===== config.mk =====
export PLATFORM = sky130hd
export DESIGN_NAME = ad9364_stream_ctrl
export DESIGN_NICKNAME = d
export VERILOG_FILES = /design/src/rtl/ad9364_stream_ctrl.sv
export SDC_FILE = /design/constraint.sdc
export NUM_CORES = 1
export LEC_CHECK = 0
export CAP_MARGIN = 20
export CELL_PAD_IN_SITES_DETAIL_PLACEMENT = 2
export CELL_PAD_IN_SITES_GLOBAL_PLACEMENT = 2
export CORE_ASPECT_RATIO = 1.5
export CORE_MARGIN = 2
export CORE_UTILIZATION = 31
export CTS_CLUSTER_SIZE = 10
export DETAILED_ROUTE_END_ITERATION = 7
export GPL_TIMING_DRIVEN = 1
export PLACE_DENSITY = 0.89
export SLEW_MARGIN = 5
export SYNTH_ARGS = -nofsm -noshare
export SYNTH_HDL_FRONTEND = slang
export SYNTH_SLANG_ARGS = --single-unit
export TNS_END_PERCENT = 20

===== constraint.sdc =====
create_clock -name l_clk -period 3.2 [get_ports l_clk]
set_clock_uncertainty 0.2 [all_clocks]
set_input_delay 0.8 -clock l_clk [delete_from_list [all_inputs] [get_ports l_clk]]
set_output_delay 0.8 -clock l_clk [all_outputs]
set_load 0.005 [all_outputs]

===== src/rtl/ad9364_stream_ctrl.sv =====
// AD9364 datapath stream sequencer (l_clk domain).
// Brings the transceiver interface up through a settle/prime phase, then gates
// RX writes and TX reads against FIFO watermarks. On stop it drains back to idle.
// Also keeps saturating RX-overflow and TX-underflow event counters for the host.
module ad9364_stream_ctrl #(
    parameter int FIFO_AW        = 12,
    parameter int SETTLE_CYCLES  = 64,
    parameter int TX_PRIME_LEVEL = 512,
    parameter int RX_HI_WATER    = 3584,
    parameter int RX_LO_WATER    = 2048,
    parameter int CNT_W          = 16
) (
    input  logic               l_clk,
    input  logic               rst,
    input  logic               start,
    input  logic               stop,
    input  logic               rx_en_req,
    input  logic               tx_en_req,
    input  logic [FIFO_AW:0]   rx_fifo_level,
    input  logic [FIFO_AW:0]   tx_fifo_level,
    input  logic               ctr_clear,
    output logic               enable,
    output logic               rx_write_allowed,
    output logic               tx_read_allowed,
    output logic               busy,
    output logic [1:0]         state,
    output logic [CNT_W-1:0]   rx_overflow_cnt,
    output logic [CNT_W-1:0]   tx_underflow_cnt
);

    typedef enum logic [1:0] {
        IDLE  = 2'd0,
        ARM   = 2'd1,
        RUN   = 2'd2,
        DRAIN = 2'd3
    } state_t;

    localparam int SW = $clog2(SETTLE_CYCLES + 1);
    localparam logic [SW-1:0]    SETTLE_MAX = SW'(SETTLE_CYCLES - 1);
    localparam logic [FIFO_AW:0] PRIME_LVL  = (FIFO_AW+1)'(TX_PRIME_LEVEL);
    localparam logic [FIFO_AW:0] HI_LVL     = (FIFO_AW+1)'(RX_HI_WATER);
    localparam logic [FIFO_AW:0] LO_LVL     = (FIFO_AW+1)'(RX_LO_WATER);
    // TX must hold at least two words: the read strobe lands one cycle after
    // the level is sampled, so one word of margin covers that latency.
    localparam logic [FIFO_AW:0] TX_MIN_LVL = (FIFO_AW+1)'(2);
    localparam logic [FIFO_AW:0] EMPTY_LVL  = '0;

    state_t        cur;
    state_t        nxt;
    logic [SW-1:0] settle_cnt;
    logic          settle_done;
    logic          rx_mode;
    logic          tx_mode;
    logic          rx_throttle;
    logic          throttle_nxt;
    logic          tx_primed;
    logic          start_ok;
    logic          in_run;

    assign settle_done = (settle_cnt == SETTLE_MAX);
    assign tx_primed   = (tx_fifo_level >= PRIME_LVL);
    assign start_ok    = start && !stop && (rx_en_req || tx_en_req);
    assign in_run      = (cur == RUN);
    assign state       = cur;

    // Next-state logic; stop takes priority over start everywhere.
    always_comb begin
        nxt = cur;
        case (cur)
            IDLE: begin
                if (start_ok)
                    nxt = ARM;
            end
            ARM: begin
                if (stop)
                    nxt = IDLE;
                else if (settle_done && (!tx_mode || tx_primed))
                    nxt = RUN;
            end
            RUN: begin
                if (stop)
                    nxt = DRAIN;
            end
            DRAIN: begin
                if (settle_done)
                    nxt = IDLE;
            end
            default: nxt = IDLE;
        endcase
    end

    // RX throttle hysteresis; only live while staying in RUN, zero otherwise so
    // every RUN entry starts unthrottled.
    always_comb begin
        throttle_nxt = 1'b0;
        if (in_run && (nxt == RUN)) begin
            if (rx_fifo_level >= HI_LVL)
                throttle_nxt = 1'b1;
            else if (rx_fifo_level <= LO_LVL)
                throttle_nxt = 1'b0;
            else
                throttle_nxt = rx_throttle;
        end
    end

    // State register.
    always_ff @(posedge l_clk or posedge rst) begin
        if (rst)
            cur <= IDLE;
        else
            cur <= nxt;
    end

    // Settle counter: restarts on every state change, saturates at its max.
    always_ff @(posedge l_clk or posedge rst) begin
        if (rst)
            settle_cnt <= '0;
        else if (nxt != cur)
            settle_cnt <= '0;
        else if (((cur == ARM) || (cur == DRAIN)) && !settle_done)
            settle_cnt <= settle_cnt + SW'(1);
    end

    // Stream modes are captured only when a start is accepted.
    always_ff @(posedge l_clk or posedge rst) begin
        if (rst) begin
            rx_mode <= 1'b0;
            tx_mode <= 1'b0;
        end else if ((cur == IDLE) && (nxt == ARM)) begin
            rx_mode <= rx_en_req;
            tx_mode <= tx_en_req;
        end
    end

    // Registered interface controls, computed from the upcoming state.
    always_ff @(posedge l_clk or posedge rst) begin
        if (rst) begin
            enable           <= 1'b0;
            busy             <= 1'b0;
            rx_throttle      <= 1'b0;
            rx_write_allowed <= 1'b0;
            tx_read_allowed  <= 1'b0;
        end else begin
            enable           <= (nxt != IDLE);
            busy             <= (nxt != IDLE);
            rx_throttle      <= throttle_nxt;
            rx_write_allowed <= (nxt == RUN) && rx_mode && !throttle_nxt;
            tx_read_allowed  <= in_run && (nxt == RUN) && tx_mode &&
                                (tx_fifo_level >= TX_MIN_LVL);
        end
    end

    // RX overflow counter: counts RUN cycles spent throttled.
    always_ff @(posedge l_clk or posedge rst) begin
        if (rst)
            rx_overflow_cnt <= '0;
        else if (ctr_clear)
            rx_overflow_cnt <= '0;
        else if (in_run && rx_mode && rx_throttle && !(&rx_overflow_cnt))
            rx_overflow_cnt <= rx_overflow_cnt + CNT_W'(1);
    end

    // TX underflow counter: counts RUN cycles with an empty TX FIFO.
    always_ff @(posedge l_clk or posedge rst) begin
        if (rst)
            tx_underflow_cnt <= '0;
        else if (ctr_clear)
            tx_underflow_cnt <= '0;
        else if (in_run && tx_mode && (tx_fifo_level == EMPTY_LVL) &&
                 !(&tx_underflow_cnt))
            tx_underflow_cnt <= tx_underflow_cnt + CNT_W'(1);
    end

endmodule


==> impl_metrics.json <==
{
  "yosys_warnings": 0,
  "synth_area_in_compound_gates_pct": 9.04,
  "port_buffers": 70,
  "worstSkewPairLatency_ns": 0.29,
  "floorplan.initialDensity_pct": 32.0,
  "syn_nets": 304,
  "main_combinational_cell_family_by_area_after_synthesis": "simple AND/OR/NAND/NOR gates",
  "clockBufferDepth": 2,
  "final-max-slew-violation-count": 0,
  "grt_use_total_pct": 19.7,
  "fin_worst_hold_slack_ns": 0.348,
  "criticalPathCategory": "input pin to register",
  "viasPerCell": 5.34,
  "num_vias": 2399,
  "grt_start_max_net_pins": 48,
  "holdBufCountCts": 0,
  "fp.dieArea_um2": 9070,
  "worstHoldPathCells": 1,
  "cts_setup_buffers": 0,
  "grt_setup_unrepaired": "false",
  "timing.final.setup_violations": 0,
  "yosys_register_bits": 47,
  "tns_ns": 0,
  "areaGrowthSynthToFinish_pct": 39.4,
  "synth_cell_types": 49,
  "cp_data_arrival_time_ns": 2.86,
  "critical_path_peak_fanout": 5,
  "syn_inst_count": 268,
  "globalRoute.totalOverflow": 0,
  "layout.area.seq_um2": 1180,
  "synth_area_um2": 2570,
  "post_route_cells_drive_above_1_share_pct": 8.14,
  "p_int_mw": 1.15,
  "num_io_pins": 71,
  "synthesis.area_per_instance_um2": 9.61,
  "tritoncts": "yes",
  "comb_power_share_pct": 17.1,
  "clk_pin_slew_ns": 0.06,
  "post_synth_and_or_nand_nor_area_fraction_pct": 28.7,
  "die_height_um": 116,
  "worst_ir_drop_vdd_uv": 203,
  "timing.max_slew.rel_slack_pct": 55.2,
  "worstSetupStartpointType": "input pin",
  "post_synth_xor_xnor_area_pct": 9.18,
  "first_global_vias": 2770,
  "fmax_ghz": 0.347,
  "cts_inserted_buffers": 5,
  "total_switching_power_mw": 0.434,
  "ys.flop_type": "sky130_fd_sc_hd__dfrtp_1",
  "detailedRoute.firstIterationViolations": 94,
  "final_nets": 380,
  "count_of_instances_resized_after_the_clock_tree_is_built": 0,
  "seq_power_share_pct": 45.7,
  "cts.root.buffer_cell": "sky130_fd_sc_hd__clkbuf_16",
  "coreArea_um2": 8060,
  "switching_share_pct": 27.4,
  "die_x_um": 78.4,
  "hold_class": "register to register",
  "htree_num_levels": 2,
  "remaining_drc_errors": 0,
  "yosysSeqAreaShare_pct": 45.7,
  "wl_per_cell_um": 18.0,
  "route.final.wire_length_um": 8100,
  "number_of_sinks_on_the_clock_net": 47,
  "fin_crit_sh_pct": 90.0,
  "finalWeightedCongestion": 0.797,
  "cellPowerDensity_nw_per_um2": 441,
  "postRouteAntennaNets": 0,
  "n_antenna_cell": 0,
  "required_ns": 3.18,
  "synth_enable_flop_cells": 0,
  "detailedRoute.firstPassIterationCount": 4,
  "grt_first_pass_wirelength_um": 14100,
  "finalHoldViolCount": 0,
  "clock_power_share_pct": 37.3,
  "r2r.worst_path.cells": 5,
  "detailed_place_hpwl_um": 6000,
  "worstMarginPinSlew_ns": 0.667,
  "fin_crit_ns": 2.88,
  "std_cell_rows": 40,
  "synth_mux_area_share_pct": 3.01,
  "nFillCells": 864,
  "antenna_found_initial": 0,
  "critical_path.endpoint_type": "register",
  "timing.max_cap.violations": 0,
  "synth-adder-area-share_pct": 1.46,
  "power.leakage_nw": 1.34,
  "multi_input_comb_area_um2": 1320,
  "ys_async_sr_fraction_pct": 100,
  "status": "complete, no violations"
}
==> Yosys cell counts (3+ instances only) <==
library cell | instances | area share [%]
sky130_fd_sc_hd__a31oi_1 | 3 | 0.73
sky130_fd_sc_hd__o31ai_1 | 3 | 0.87
sky130_fd_sc_hd__a21oi_1 | 5 | 0.97
sky130_fd_sc_hd__nor4_2 | 3 | 1.5
sky130_fd_sc_hd__mux2i_1 | 4 | 1.6
sky130_fd_sc_hd__inv_1 | 6 | 0.87
sky130_fd_sc_hd__clkbuf_1 | 6 | 0.87
sky130_fd_sc_hd__dfrtp_1 | 47 | 46
sky130_fd_sc_hd__ha_1 | 3 | 1.5
sky130_fd_sc_hd__or3_1 | 3 | 0.73
sky130_fd_sc_hd__nor3_1 | 12 | 2.3
sky130_fd_sc_hd__nand2_1 | 18 | 2.6
sky130_fd_sc_hd__nand3_1 | 14 | 2.7
sky130_fd_sc_hd__xnor2_1 | 26 | 8.8
sky130_fd_sc_hd__a2111oi_0 | 6 | 2.0
sky130_fd_sc_hd__nand4_1 | 9 | 2.2
sky130_fd_sc_hd__and3_1 | 4 | 0.97
sky130_fd_sc_hd__nor2_1 | 40 | 5.8
sky130_fd_sc_hd__nor4_1 | 13 | 3.2
sky130_fd_sc_hd__o21ai_0 | 6 | 1.2
==> metal layers <==
| metal | vias up | global-route usage [%] | share of wire, % |
|---|---|---|---|
| met4 | 0 | 8.07 | 2.5 |
| met2 | 43 | 36.8 | 57 |
| met5 | - | 0 | 0 |
| met1 | 1222 | 22.4 | 39 |
| met3 | 13 | 2.88 | 2.1 |
| li1 | 1121 | - | - |
==> state kept, by name, indices dropped and copies added, names as in the netlist, 2 cells and up <==
name,cells
state,2
settle_cnt,7
rx_overflow_cnt,16
tx_underflow_cnt,16
==> layout by cell type, fill, tap and decap left out, types with 2 or more instances in the layout <==
cell                              Yosys  routed
sky130_fd_sc_hd__mux2_2               2       2
sky130_fd_sc_hd__nor2_1              40      40
sky130_fd_sc_hd__ha_1                 3       3
sky130_fd_sc_hd__buf_4                1      10
sky130_fd_sc_hd__nand2_1             18      18
sky130_fd_sc_hd__dfrtp_1             47      47
sky130_fd_sc_hd__clkbuf_16            0       5
sky130_fd_sc_hd__a211oi_1             2       2
sky130_fd_sc_hd__nor4_2               3       3
sky130_fd_sc_hd__o31ai_1              3       3
sky130_fd_sc_hd__nand3_1             14      14
sky130_fd_sc_hd__clkdlybuf4s50_1      0      70
sky130_fd_sc_hd__or4_1                2       2
sky130_fd_sc_hd__xnor2_1             26      26
sky130_fd_sc_hd__a211o_1              2       2
sky130_fd_sc_hd__nor4_1              13      13
sky130_fd_sc_hd__o21ai_0              6       6
sky130_fd_sc_hd__or3_1                3       3
sky130_fd_sc_hd__nor2b_1              2       2
sky130_fd_sc_hd__inv_1                6       5
sky130_fd_sc_hd__a21oi_1              5       5
sky130_fd_sc_hd__nand2b_1             2       2
sky130_fd_sc_hd__nor4bb_1             2       2
sky130_fd_sc_hd__and3_1               4       4
sky130_fd_sc_hd__a31oi_1              3       3
sky130_fd_sc_hd__and4_1               2       2
sky130_fd_sc_hd__nand4_1              9       9
sky130_fd_sc_hd__nor3_1              12      12
sky130_fd_sc_hd__mux2i_1              4       4
sky130_fd_sc_hd__a2111oi_0            6       6
==> area by class of cell <==
type	count	share of cell area (%)
tap	105	3.66
sequential	47	32.8
timing repair buffer	80	21.6
multi-input combinational	204	36.9
inverter	6	0.628
clock inverter	1	0.837
clock buffer	6	3.59
==> path summary, 6_finish.rpt <==
| check | startpoint | endpoint | slack (ns) |
|---|---|---|---|
| setup / recovery | tx_fifo_level[9] | tx_underflow_cnt[11]$_DFFE_PP0P_ | 0.32 |
| hold / removal | rx_mode$_DFFE_PP0P_ | rx_mode$_DFFE_PP0P_ | 0.35 |
| setup reg to reg | state[0]$_DFF_PP0_ | tx_underflow_cnt[6]$_DFFE_PP0P_ | 0.83 |
| hold reg to reg | rx_mode$_DFFE_PP0P_ | rx_mode$_DFFE_PP0P_ | 0.35 |
| max in group asynchronous | rst | tx_underflow_cnt[14]$_DFFE_PP0P_ | 1.59 |
| min in group asynchronous | rst | rx_overflow_cnt[14]$_DFFE_PP0P_ | 0.79 |
==> through the flow <==
| step | total power, mW | cells | util, % | setup slack [ns] | instance area [um2] |
|---|---|---|---|---|---|
| 4_1_cts | 1.61 | 449 | 44.5 | 0.272 | 3590 |
| 6_report | 1.58 | 449 | 44.5 | 0.321 | 3590 |
| 3_5_place_dp | 1.00 | 442 | 42.6 | 0.0122 | 3430 |
| 3_3_place_gp | 0.977 | 442 | 42.6 | 0.181 | 3430 |
| 5_1_grt | 1.67 | 449 | 44.5 | 0.106 | 3590 |
| 2_1_floorplan | 0.867 | 268 | - | 0.704 | 2570 |
==> logic make-up (layout without fill, tap and decap cells) <==
kind of cell	count (synthesis)	after routing
AOI/OAI and AO/OA	33	33
muxes	7	7
buffers and inverters	17	93
DFF	47	47
xor gates and xnor gates	27	27
and+or+nand+nor	134	134
adders and majority gates	3	3
==> worst max-delay path, cell delays in order <==
cell and delay (ns):
sky130_fd_sc_hd__clkdlybuf4s50_1 0.45, sky130_fd_sc_hd__nor4_4 0.46, sky130_fd_sc_hd__nand4_1 0.34, sky130_fd_sc_hd__nor4_1 0.56, sky130_fd_sc_hd__xnor2_1 0.18, sky130_fd_sc_hd__nor2_1 0.06
==> power groups by stage <==
stage	clock network, mW	logic (mW)	registers (mW)
3_5_place_dp	0	0.270	0.731
3_3_place_gp	0	0.252	0.726
5_1_grt	0.631	0.306	0.731
2_1_floorplan	0	0.168	0.699
6_report	0.591	0.270	0.723
4_1_cts	0.606	0.277	0.722
No activity file was read; power rests on OpenSTA's default activity.
